**src/rtl/k_means_pkg.sv**
```systemverilog
// k_means_pkg
// Shared types and widths for the k-means iteration scheduler:
//   X_W / Y_W  : centroid coordinate widths (pixel column / row)
//   D_W        : Manhattan distance width, wide enough for |dx|+|dy| without overflow
//   point_t    : one centroid position
//   km_state_e : scheduler FSM states
package k_means_pkg;

  localparam int X_W = 11;
  localparam int Y_W = 10;
  localparam int D_W = 12;

  typedef struct packed {
    logic [X_W-1:0] x;
    logic [Y_W-1:0] y;
  } point_t;

  typedef enum logic [2:0] {
    ST_IDLE       = 3'd0,
    ST_WAIT_FRAME = 3'd1,
    ST_ACCUM      = 3'd2,
    ST_TABULATE   = 3'd3,
    ST_WAIT_DIV   = 3'd4,
    ST_UPDATE     = 3'd5,
    ST_DONE       = 3'd6
  } km_state_e;

endpackage

```
**src/rtl/km_manhattan.sv**
```systemverilog
// km_manhattan
// Purely combinational Manhattan distance between two points.
//   a_x_i, a_y_i : first point
//   b_x_i, b_y_i : second point
//   d_o          : |ax-bx| + |ay-by|, unsigned
module km_manhattan
  import k_means_pkg::*;
(
  input  logic [X_W-1:0] a_x_i,
  input  logic [Y_W-1:0] a_y_i,
  input  logic [X_W-1:0] b_x_i,
  input  logic [Y_W-1:0] b_y_i,
  output logic [D_W-1:0] d_o
);

  logic [X_W-1:0] dx_s;
  logic [Y_W-1:0] dy_s;

  // Absolute differences are formed by subtracting the smaller from the larger,
  // so no signed arithmetic is needed.
  always_comb begin
    if (a_x_i >= b_x_i) begin
      dx_s = a_x_i - b_x_i;
    end else begin
      dx_s = b_x_i - a_x_i;
    end
    if (a_y_i >= b_y_i) begin
      dy_s = a_y_i - b_y_i;
    end else begin
      dy_s = b_y_i - a_y_i;
    end
    d_o = {1'b0, dx_s} + {2'b00, dy_s};
  end

endmodule

```
**src/rtl/k_means_scheduler.sv**
```systemverilog
// k_means_scheduler
// Sequences k-means refinement iterations around an external pixel clusterer:
// gate one frame of pixels into it, pulse tabulate, wait for new centroids,
// then decide whether to iterate again, stop on convergence or stop at MAX_ITER.
// Ports:
//   clk_in, rst_n_in          : clock, async active-low reset
//   start_in, abort_in        : run control pulses
//   frame_start_in/_end_in    : frame boundary strobes
//   pixel_gate_out            : high while a frame is being accumulated
//   tabulate_out              : one-cycle pulse starting the clusterer dividers
//   km_valid_in, km_*_in      : new centroids from the clusterer
//   cent_*_out                : current centroids fed to the clusterer
//   iter_out                  : completed iterations in this run
//   busy_out, result_valid_out, converged_out, timeout_out : status
module k_means_scheduler
  import k_means_pkg::*;
#(
  parameter int             MAX_ITER    = 8,
  parameter int             CONV_THRESH = 2,
  parameter int             DIV_TIMEOUT = 64,
  parameter int             CONTINUOUS  = 0,
  parameter logic [X_W-1:0] SEED_A_X    = 11'd160,
  parameter logic [Y_W-1:0] SEED_A_Y    = 10'd360,
  parameter logic [X_W-1:0] SEED_B_X    = 11'd640,
  parameter logic [Y_W-1:0] SEED_B_Y    = 10'd360,
  parameter logic [X_W-1:0] SEED_C_X    = 11'd1120,
  parameter logic [Y_W-1:0] SEED_C_Y    = 10'd360
) (
  input  logic           clk_in,
  input  logic           rst_n_in,
  input  logic           start_in,
  input  logic           abort_in,
  input  logic           frame_start_in,
  input  logic           frame_end_in,
  output logic           pixel_gate_out,
  output logic           tabulate_out,
  input  logic           km_valid_in,
  input  logic [X_W-1:0] km_a_x_in,
  input  logic [Y_W-1:0] km_a_y_in,
  input  logic [X_W-1:0] km_b_x_in,
  input  logic [Y_W-1:0] km_b_y_in,
  input  logic [X_W-1:0] km_c_x_in,
  input  logic [Y_W-1:0] km_c_y_in,
  output logic [X_W-1:0] cent_a_x_out,
  output logic [Y_W-1:0] cent_a_y_out,
  output logic [X_W-1:0] cent_b_x_out,
  output logic [Y_W-1:0] cent_b_y_out,
  output logic [X_W-1:0] cent_c_x_out,
  output logic [Y_W-1:0] cent_c_y_out,
  output logic [7:0]     iter_out,
  output logic           busy_out,
  output logic           result_valid_out,
  output logic           converged_out,
  output logic           timeout_out
);

  localparam point_t         SEED_A    = '{x: SEED_A_X, y: SEED_A_Y};
  localparam point_t         SEED_B    = '{x: SEED_B_X, y: SEED_B_Y};
  localparam point_t         SEED_C    = '{x: SEED_C_X, y: SEED_C_Y};
  localparam logic [15:0]    DIV_LAST  = 16'(DIV_TIMEOUT - 1);
  localparam logic [7:0]     ITER_LAST = 8'(MAX_ITER);
  localparam logic [D_W-1:0] THRESH    = D_W'(CONV_THRESH);

  km_state_e      state_q, state_d;
  point_t         cent_q [3];
  point_t         cent_d [3];
  point_t         cap_q  [3];
  point_t         cap_d  [3];
  logic [7:0]     iter_q, iter_d;
  logic [15:0]    cnt_q, cnt_d;
  logic           conv_q, conv_d;
  logic           tmo_q, tmo_d;
  logic           gate_q, tab_q, busy_q, rv_q;
  logic [D_W-1:0] d_a_s, d_b_s, d_c_s;
  logic           settled_s;

  // Distance of each captured centroid from the one currently in use.
  km_manhattan u_dist_a (
    .a_x_i(cap_q[0].x), .a_y_i(cap_q[0].y),
    .b_x_i(cent_q[0].x), .b_y_i(cent_q[0].y), .d_o(d_a_s)
  );
  km_manhattan u_dist_b (
    .a_x_i(cap_q[1].x), .a_y_i(cap_q[1].y),
    .b_x_i(cent_q[1].x), .b_y_i(cent_q[1].y), .d_o(d_b_s)
  );
  km_manhattan u_dist_c (
    .a_x_i(cap_q[2].x), .a_y_i(cap_q[2].y),
    .b_x_i(cent_q[2].x), .b_y_i(cent_q[2].y), .d_o(d_c_s)
  );

  assign settled_s = (d_a_s <= THRESH) && (d_b_s <= THRESH) && (d_c_s <= THRESH);

  // Next-state and datapath update; abort overrides every other event.
  always_comb begin
    state_d = state_q;
    cent_d  = cent_q;
    cap_d   = cap_q;
    iter_d  = iter_q;
    cnt_d   = cnt_q;
    conv_d  = conv_q;
    tmo_d   = tmo_q;
    if (abort_in && (state_q != ST_IDLE)) begin
      state_d = ST_IDLE;
    end else begin
      case (state_q)
        ST_IDLE: begin
          if (start_in) begin
            cent_d[0] = SEED_A;
            cent_d[1] = SEED_B;
            cent_d[2] = SEED_C;
            iter_d    = 8'd0;
            conv_d    = 1'b0;
            tmo_d     = 1'b0;
            state_d   = ST_WAIT_FRAME;
          end else begin
            state_d = ST_IDLE;
          end
        end
        ST_WAIT_FRAME: begin
          if (frame_start_in) begin
            state_d = ST_ACCUM;
          end else begin
            state_d = ST_WAIT_FRAME;
          end
        end
        ST_ACCUM: begin
          if (frame_end_in) begin
            state_d = ST_TABULATE;
          end else begin
            state_d = ST_ACCUM;
          end
        end
        ST_TABULATE: begin
          cnt_d   = 16'd0;
          state_d = ST_WAIT_DIV;
        end
        ST_WAIT_DIV: begin
          // A result arriving on the final allowed cycle still wins over the timeout.
          if (km_valid_in) begin
            cap_d[0] = '{x: km_a_x_in, y: km_a_y_in};
            cap_d[1] = '{x: km_b_x_in, y: km_b_y_in};
            cap_d[2] = '{x: km_c_x_in, y: km_c_y_in};
            state_d  = ST_UPDATE;
          end else if (cnt_q == DIV_LAST) begin
            tmo_d   = 1'b1;
            conv_d  = 1'b0;
            state_d = ST_DONE;
          end else begin
            cnt_d = cnt_q + 16'd1;
          end
        end
        ST_UPDATE: begin
          cent_d = cap_q;
          iter_d = iter_q + 8'd1;
          if (settled_s) begin
            conv_d  = 1'b1;
            state_d = ST_DONE;
          end else if ((iter_q + 8'd1) == ITER_LAST) begin
            state_d = ST_DONE;
          end else begin
            state_d = ST_WAIT_FRAME;
          end
        end
        ST_DONE: begin
          if (CONTINUOUS != 0) begin
            iter_d  = 8'd0;
            state_d = ST_WAIT_FRAME;
          end else begin
            state_d = ST_IDLE;
          end
        end
        default: begin
          state_d = ST_IDLE;
        end
      endcase
    end
  end

  // State and datapath registers; status outputs are registered from the next state
  // so each one lines up exactly with the state it describes.
  always_ff @(posedge clk_in or negedge rst_n_in) begin
    if (!rst_n_in) begin
      state_q <= ST_IDLE;
      cent_q  <= '{SEED_A, SEED_B, SEED_C};
      cap_q   <= '{SEED_A, SEED_B, SEED_C};
      iter_q  <= 8'd0;
      cnt_q   <= 16'd0;
      conv_q  <= 1'b0;
      tmo_q   <= 1'b0;
      gate_q  <= 1'b0;
      tab_q   <= 1'b0;
      busy_q  <= 1'b0;
      rv_q    <= 1'b0;
    end else begin
      state_q <= state_d;
      cent_q  <= cent_d;
      cap_q   <= cap_d;
      iter_q  <= iter_d;
      cnt_q   <= cnt_d;
      conv_q  <= conv_d;
      tmo_q   <= tmo_d;
      gate_q  <= (state_d == ST_ACCUM);
      tab_q   <= (state_d == ST_TABULATE);
      busy_q  <= (state_d != ST_IDLE);
      rv_q    <= (state_d == ST_DONE);
    end
  end

  assign pixel_gate_out   = gate_q;
  assign tabulate_out     = tab_q;
  assign busy_out         = busy_q;
  assign result_valid_out = rv_q;
  assign converged_out    = conv_q;
  assign timeout_out      = tmo_q;
  assign iter_out         = iter_q;
  assign cent_a_x_out     = cent_q[0].x;
  assign cent_a_y_out     = cent_q[0].y;
  assign cent_b_x_out     = cent_q[1].x;
  assign cent_b_y_out     = cent_q[1].y;
  assign cent_c_x_out     = cent_q[2].x;
  assign cent_c_y_out     = cent_q[2].y;

endmodule

```
**config.mk**
```make
export PLATFORM = sky130hd
export DESIGN_NAME = k_means_scheduler
export DESIGN_NICKNAME = d
export VERILOG_FILES = /design/src/rtl/k_means_pkg.sv /design/src/rtl/km_manhattan.sv /design/src/rtl/k_means_scheduler.sv
export SDC_FILE = /design/constraint.sdc
export NUM_CORES = 1
export LEC_CHECK = 0
export ABC_CLOCK_PERIOD_IN_PS = 11800
export CAP_MARGIN = 10
export CORE_MARGIN = 10
export CORE_UTILIZATION = 38
export CTS_CLUSTER_DIAMETER = 200
export DETAILED_ROUTE_END_ITERATION = 16
export GPL_TIMING_DRIVEN = 1
export PLACE_DENSITY = 0.58
export SLEW_MARGIN = 20
export SYNTH_ARGS = -nofsm -noshare
export SYNTH_HDL_FRONTEND = slang
export SYNTH_HIERARCHICAL = 1
export SYNTH_SLANG_ARGS = --single-unit
```
**constraint.sdc**
```tcl
create_clock -name clk_in -period 11.8 [get_ports clk_in]
set_input_delay 2.36 -clock clk_in [delete_from_list [all_inputs] [get_ports clk_in]]
set_output_delay 2.36 -clock clk_in [all_outputs]
set_load 0.03 [all_outputs]
```
==> results of run 1 <==
## layout make-up
cell class              instances  share of cell area (%)
repair buffers                152                    9.67
flip-flops and latches        159                    25.8
clock inverters                11                   0.850
inverters                     177                    4.26
multi-input cells            1007                    52.7
clock buffers                  21                    3.02
well taps                     455                    3.65
## placed cells by master (no fill, tap or decap), drive strengths merged, types with 7 or more instances in the layout
master	synthesis	final
a211oi	10	10
and2	9	9
mux2	72	72
a21o	47	47
a22o	46	46
nand2	53	53
o21ai	73	73
fa	15	15
xor2	29	29
o21a	17	17
nor4	12	12
o211ai	8	8
dfrtp	121	121
nand2b	15	15
clkdlybuf4s50	0	145
buf	43	7
o22a	20	20
nand3	13	13
nor3	26	26
mux2i	26	26
a21oi	109	109
nand4	21	21
clkbuf	8	21
a31oi	8	8
xnor2	53	53
dfstp	38	38
inv	177	178
o31ai	10	10
o21bai	22	22
nor2b	20	20
ha	152	152
nor2	59	59
## power breakdown
part / total [µW] / internal, µW / switching, µW
sequential: 829 / 689 / 140
clock: 576 / 330 / 246
combinational: 3900 / 1730 / 2170
## state kept, by name, indices dropped and copies added, names as in the netlist, 3 cells and up
register	flops
cent_c_y_out	10
cent_a_x_out	11
cent_c_x_out	11
cent_b_x_out	11
iter_out	8
cap_q	63
cnt_q	16
state_q	3
cent_b_y_out	10
cent_a_y_out	10
## metal layers
layer,share of wire (%),vias up,wire [µm],GRT usage (%)
met5,0,-,0,0
met4,1.1,0,384,3.73
met3,4.9,22,1720,3.89
met2,45,218,15700,26.0
met1,49,5075,17100,22.5
li1,-,5163,-,-
## per-stage QoR
stage | instances | hold WS, ns | total power, µW | area (µm²) | utilization, %
final | 1982 | 0.515 | 5310 | 15600 | 45.3
after CTS | 1982 | 0.517 | 5350 | 15600 | 45.3
after detailed placement | 1950 | 0.486 | 4740 | 15000 | 43.5
after floorplan | 1395 | 0.484 | 3890 | 13300 | -
after global placement | 1950 | 0.506 | 4730 | 15000 | 43.5
after global routing | 1982 | 0.542 | 5850 | 15600 | 45.3
## worst min-delay path, stage by stage, from the launching register on
cell	delay, ns
dfrtp_1	0.37
nand2_1	0.06
nand2_1	0.06
## final timing paths
path                              from               to  slack (ns)  cells after the start
min in group asynchronous     rst_n_in  cent_c_y_out[1]        1.96                      1
max                          cap_q[21]       state_q[0]        5.99                     23
min reg2reg                timeout_out      timeout_out        0.52                      2
max in group asynchronous     rst_n_in        cap_q[31]        8.34                      2
max reg2reg                  cap_q[21]       state_q[0]        5.99                     23
min                        timeout_out      timeout_out        0.52                      2
## cells by family after synthesis
kind of cell	count (synthesis)
and+or+nand+nor	251
DFF	159
muxes	98
xor gates and xnor gates	82
AOI/OAI and AO/OA	409
buffers and inverters	229
adders and majority gates	167
==> flow_metrics.py, run 1 <==
metrics = {
    "finish": {
        "drive_above_1_share_pct": 11.1,
        "fillers": 3335,
        "syn2layout_area_growth_pct": 17.6,
        "multi_input_area_um2": 8230,
        "regArea_um2": 4030,
        "nNetsFinal": 1751,
        "n_antenna_cell": 0,
    },
    "logic_synthesis": {
        "synth-edff-count": 0,
        "ys_ff_latch": 159,
        "synthAdderAreaFrac_pct": 16.6,
        "synthCells": 1395,
        "yosys.area.top_type": "dfrtp_1",
        "yosysSeqAreaShare_pct": 30.4,
        "synth_nets": 1632,
        "synth.area.top_cells": "dfrtp_1, ha_1, dfstp_2",
        "synth_xor_area_share_pct": 5.42,
        "async_flop_share_pct": 100,
        "synth_ff_type": "dfrtp_1",
        "synth-simple-area-share_pct": 10.1,
        "avgSynthCellArea_um2": 9.51,
        "synth_top_family_by_area": "compound AO/OA/AOI/OAI gates",
        "synth_top_area_share_pct": 22.8,
        "yosys-top-cells-count": "inv_1, ha_1, dfrtp_1, a21oi_1, o21ai_0",
        "synth.most_common_cell": "inv_1",
        "synth_mux_area_share_pct": 8.13,
        "synth_cell_type_count": 79,
        "synth_area_um2": 13300,
        "synth_compound_area_share_pct": 21.7,
        "ys_warn_count": 6,
    },
    "pwr": {
        "p_per_area_nw_per_um2": 341,
        "p_leak_uw": 0.00710,
        "ir_drop_mv": 0.218,
    },
    "timing": {
        "slew_viol_final": 0,
        "fin_setup_tns_ns": 0,
        "rsz0062_at_grt": "false",
        "timing.final.hold_violations": 0,
        "finalCritPeriodShare_pct": 49.2,
        "tightest_slew_ns": 0.971,
        "fin_crit_ns": 5.81,
        "setup_viol": 0,
        "setup_slack_ns": 5.99,
        "finClkSkew_ns": 0.0193,
        "clock.fmax_mhz": 172,
        "maxSlewHeadroom_pct": 35.2,
    },
    "global_route": {
        "grt_pass1_vias": 10500,
        "overflow": 0,
        "grt_use_total_pct": 16.5,
        "grt_max_degree": 97,
        "grt_pass1_wl_mm": 56.6,
        "antenna_found_initial": 0,
    },
    "placed_design": {
        "dp_slack_ns": 5.95,
        "finalWeightedCongestion": 0.888,
        "portBuffers": 146,
        "hpwl_mm": 26.4,
    },
    "die": {
        "die_w_um": 207,
        "die_h_um": 207,
        "core_um2": 34500,
        "initial_core_util_pct": 38.5,
        "num_rows": 68,
        "ios": 147,
        "die-area_um2": 42800,
    },
    "setup_path": {
        "cp_slowest_cell": "o41ai_4",
        "arrival_ns": 6.15,
        "end_kind": "flop",
        "worstPathRequired_ns": 12.15,
        "slowest_delay_ns": 0.76,
        "crit_family": "compound AO/OA/AOI/OAI gates",
        "critical_path_class": "reg2reg",
        "cp_num_buf_inv": 2,
        "path_max_fanout": 13,
        "cp-start-kind": "flop",
        "cp_cell_sequence": "inv_1, ha_1, inv_1, fa_1, a21o_1, a21oi_4, a21oi_2, o41ai_4, o21ai_0, xnor2_1, ha_1, and2_1, a311oi_1, a22oi_1, a21oi_1, nor2b_1, o21a_1, o21a_1, nor4_1, nand4_1, nor3_1, nor2_1, a22o_1",
    },
    "clock_network": {
        "insertion_delay_ns": 0.45,
        "root_buffer": "clkbuf_16",
        "cts_setup_buffers": 0,
        "cts_sinks": 159,
        "cts_tree": "done",
        "cts_buffers": 17,
        "hold_buffers": 0,
        "htree_levels": 4,
        "cts_resized": 0,
        "path_clk_slew_ns": 0.07,
        "clockBufferDepth": 2,
    },
    "drt": {
        "viasPerCell": 5.29,
        "drt_iter0_drc": 475,
        "drt_wl_total_mm": 34.9,
        "post-route-drc-count": 0,
        "wl_per_cell_um": 17.6,
        "antenna_left": 0,
        "dr.pass1.iters": 5,
        "vias": 10500,
    },
    "hold_path": {
        "hold_class": "reg2reg",
    },
    "flow_run": {
        "maxCapViolCount": 0,
    },
    "status": {
        "status": "complete, no violations",
    },
}
Power figures use the tool's default switching activity.
==> run 2, diff against run 1 <==
--- a/config.mk
+++ b/config.mk
@@ -5,7 +5,7 @@
 export SDC_FILE = /design/constraint.sdc
 export NUM_CORES = 1
 export LEC_CHECK = 0
-export ABC_CLOCK_PERIOD_IN_PS = 11800
+export ABC_CLOCK_PERIOD_IN_PS = 5350
 export CAP_MARGIN = 10
 export CORE_MARGIN = 10
 export CORE_UTILIZATION = 38
==> constraint.sdc (replaced) <==
create_clock -name clk_in -period 5.35 [get_ports clk_in]
set_input_delay 1.07 -clock clk_in [delete_from_list [all_inputs] [get_ports clk_in]]
set_output_delay 1.07 -clock clk_in [all_outputs]
set_load 0.03 [all_outputs]
==> run 2 against run 1 <==
Clock skew is 0.0043 ns lower. Fmax up 15%. Final cell count grew 1.7%. Routed wire length up 1.5%. Worst hold slack worse by 0.0049 ns. Clock-buffer cell count did not move. First-iteration DRC count rose by 14%. Global-route usage barely moved. Sequential cell count did not move. Die area did not move. Cell area rose by 2.6%. Non-clock buffer count grew 33. Critical path type unchanged.
==> flow_metrics.py, run 2 (synthesis gave the netlist of run 1 again) <==
metrics = {
    "status": {
        "status": "complete, no violations",
    },
    "flow_run": {
        "maxCapViolCount": 0,
    },
    "finish": {
        "largest_reg_flops": 63,
        "mostFrequentLayoutCells": "inv_1, ha_1, clkdlybuf4s50_1, dfrtp_1, a21oi_1",
        "top_regs": "cap_q x63, cnt_q x16",
        "n_antenna_cell": 0,
        "syn2layout_area_growth_pct": 20.6,
        "nNetsFinal": 1784,
        "largest_register": "cap_q",
        "drive_above_1_share_pct": 14.2,
        "final_common_cell": "inv_1",
    },
    "die": {
        "die_w_um": 207,
        "die_h_um": 207,
        "die-area_um2": 42800,
        "core_um2": 34500,
        "num_rows": 68,
        "initial_core_util_pct": 38.5,
        "ios": 147,
    },
    "timing": {
        "setup_viol": 0,
        "timing.final.hold_violations": 0,
        "clock.fmax_mhz": 198,
        "finalCritPeriodShare_pct": 94.4,
        "fin_setup_tns_ns": 0,
        "finClkSkew_ns": 0.0150,
        "maxSlewHeadroom_pct": 45.3,
        "slew_viol_final": 0,
        "fin_crit_ns": 5.05,
        "tightest_slew_ns": 0.818,
    },
    "setup_path": {
        "end_kind": "flop",
        "path_max_fanout": 9,
        "crit_family": "compound AO/OA/AOI/OAI gates",
        "critical_path_class": "reg2reg",
        "cp_num_buf_inv": 2,
        "slowest_delay_ns": 0.56,
        "cp_slowest_cell": "dfstp_2",
        "cp-start-kind": "flop",
        "cp_cell_sequence": "inv_1, ha_1, and4_1, nand4_1, o2bb2ai_1, o311a_4, mux2_2, ha_1, a21o_1, a311oi_2, a22oi_1, a21oi_1, nor2b_1, o21a_1, o21a_1, nor4_4, nand4_1, nor3_2, buf_4, o211ai_1, a211oi_1",
        "arrival_ns": 5.40,
        "worstPathRequired_ns": 5.70,
    },
    "placed_design": {
        "hpwl_mm": 26.8,
        "finalWeightedCongestion": 0.870,
        "portBuffers": 146,
    },
    "global_route": {
        "grt_max_degree": 69,
        "grt_pass1_vias": 10600,
        "grt_pass1_wl_mm": 56.8,
        "antenna_found_initial": 0,
        "overflow": 0,
        "grt_use_total_pct": 16.5,
    },
    "drt": {
        "drt_iter0_drc": 540,
        "drt_wl_total_mm": 35.4,
        "antenna_left": 0,
        "wl_per_cell_um": 17.6,
        "viasPerCell": 5.25,
        "vias": 10600,
        "post-route-drc-count": 0,
        "dr.pass1.iters": 5,
    },
    "clock_network": {
        "path_clk_slew_ns": 0.07,
        "hold_buffers": 0,
        "root_buffer": "clkbuf_16",
        "clockBufferDepth": 2,
        "cts_tree": "done",
        "insertion_delay_ns": 0.44,
        "htree_levels": 4,
        "cts_buffers": 17,
        "cts_sinks": 159,
    },
    "hold_path": {
        "hold_class": "reg2reg",
    },
}
==> run 2: changes by cell type in the layout (fill, tap and decap cells not counted), moves of 3 or more <==
cell	before	now
clkinv_4	5	1
a31oi_1	8	5
a31oi_2	0	3
buf_4	6	38
ha_1	152	149
==> run 2: per-stage QoR <==
| step | cells | utilization, % | instance area [µm²] | hold slack (ns) | setup WS, ns |
|---|---|---|---|---|---|
| floorplan | 1395 | - | 13300 | 0.484 | 0.389 |
| global placement | 1965 | 43.9 | 15100 | 0.501 | 0.0898 |
| detailed placement | 1965 | 43.9 | 15100 | 0.497 | -0.164 |
| CTS | 1998 | 45.7 | 15800 | 0.511 | 0.0350 |
| global route | 2015 | 46.4 | 16000 | 0.534 | -0.0306 |
| finish | 2015 | 46.4 | 16000 | 0.510 | 0.301 |
==> run 2: cell type report <==
| cell class | instances | area, µm² |
|---|---|---|
| fillers | 3326 | 18500 |
| multi-input cells | 1007 | 8340 |
| flip-flops and latches | 159 | 4030 |
| repair buffers | 185 | 1770 |
| inverters | 177 | 664 |
| well taps | 455 | 569 |
| clock buffers | 21 | 470 |
| clock inverters | 11 | 154 |
==> run 2: path summary, 6_finish.rpt <==
check / startpoint / to / slack [ns] / cells after the start
max reg2reg: cap_q[38] / result_valid_out / 0.30 / 21
min reg2reg: iter_out[7] / iter_out[7] / 0.51 / 1
min: iter_out[7] / iter_out[7] / 0.51 / 1
min in group asynchronous: rst_n_in / cap_q[10] / 0.62 / 1
max: cap_q[38] / result_valid_out / 0.30 / 21
max in group asynchronous: rst_n_in / cent_b_x_out[5] / 3.66 / 2
==> run 2: metal layers <==
layer / global-route usage (%) / vias to the layer above / wire length (µm)
met1: 22.3 / 5143 / 17400
li1: - / 5225 / -
met4: 4.29 / 0 / 437
met2: 26.2 / 193 / 16000
met5: 0 / - / 0
met3: 3.59 / 19 / 1550
==> run 2: repair_timing <==
action	CTS	global route
setup endpoints to repair	4	5
cloned	0	0
hold endpoints to repair	0	0
pin swaps	1	22
buffers inserted	1	17
gates resized for setup	1	20
Power of run 2 is left out: the tool's default activity adds up to more than one toggle a clock period on the data nets, which glitch-free logic cannot reach.
==> run 3, diff against run 2 <==
--- a/config.mk
+++ b/config.mk
@@ -13,7 +13,7 @@
 export DETAILED_ROUTE_END_ITERATION = 16
 export GPL_TIMING_DRIVEN = 1
 export PLACE_DENSITY = 0.58
-export SLEW_MARGIN = 20
+export SLEW_MARGIN = 10
 export SYNTH_ARGS = -nofsm -noshare
 export SYNTH_HDL_FRONTEND = slang
 export SYNTH_HIERARCHICAL = 1
==> results of run 3 <==
Same layout as run 2: the final DEF is identical, and so are final timing and power.
Power of run 3 is left out for the same reason.
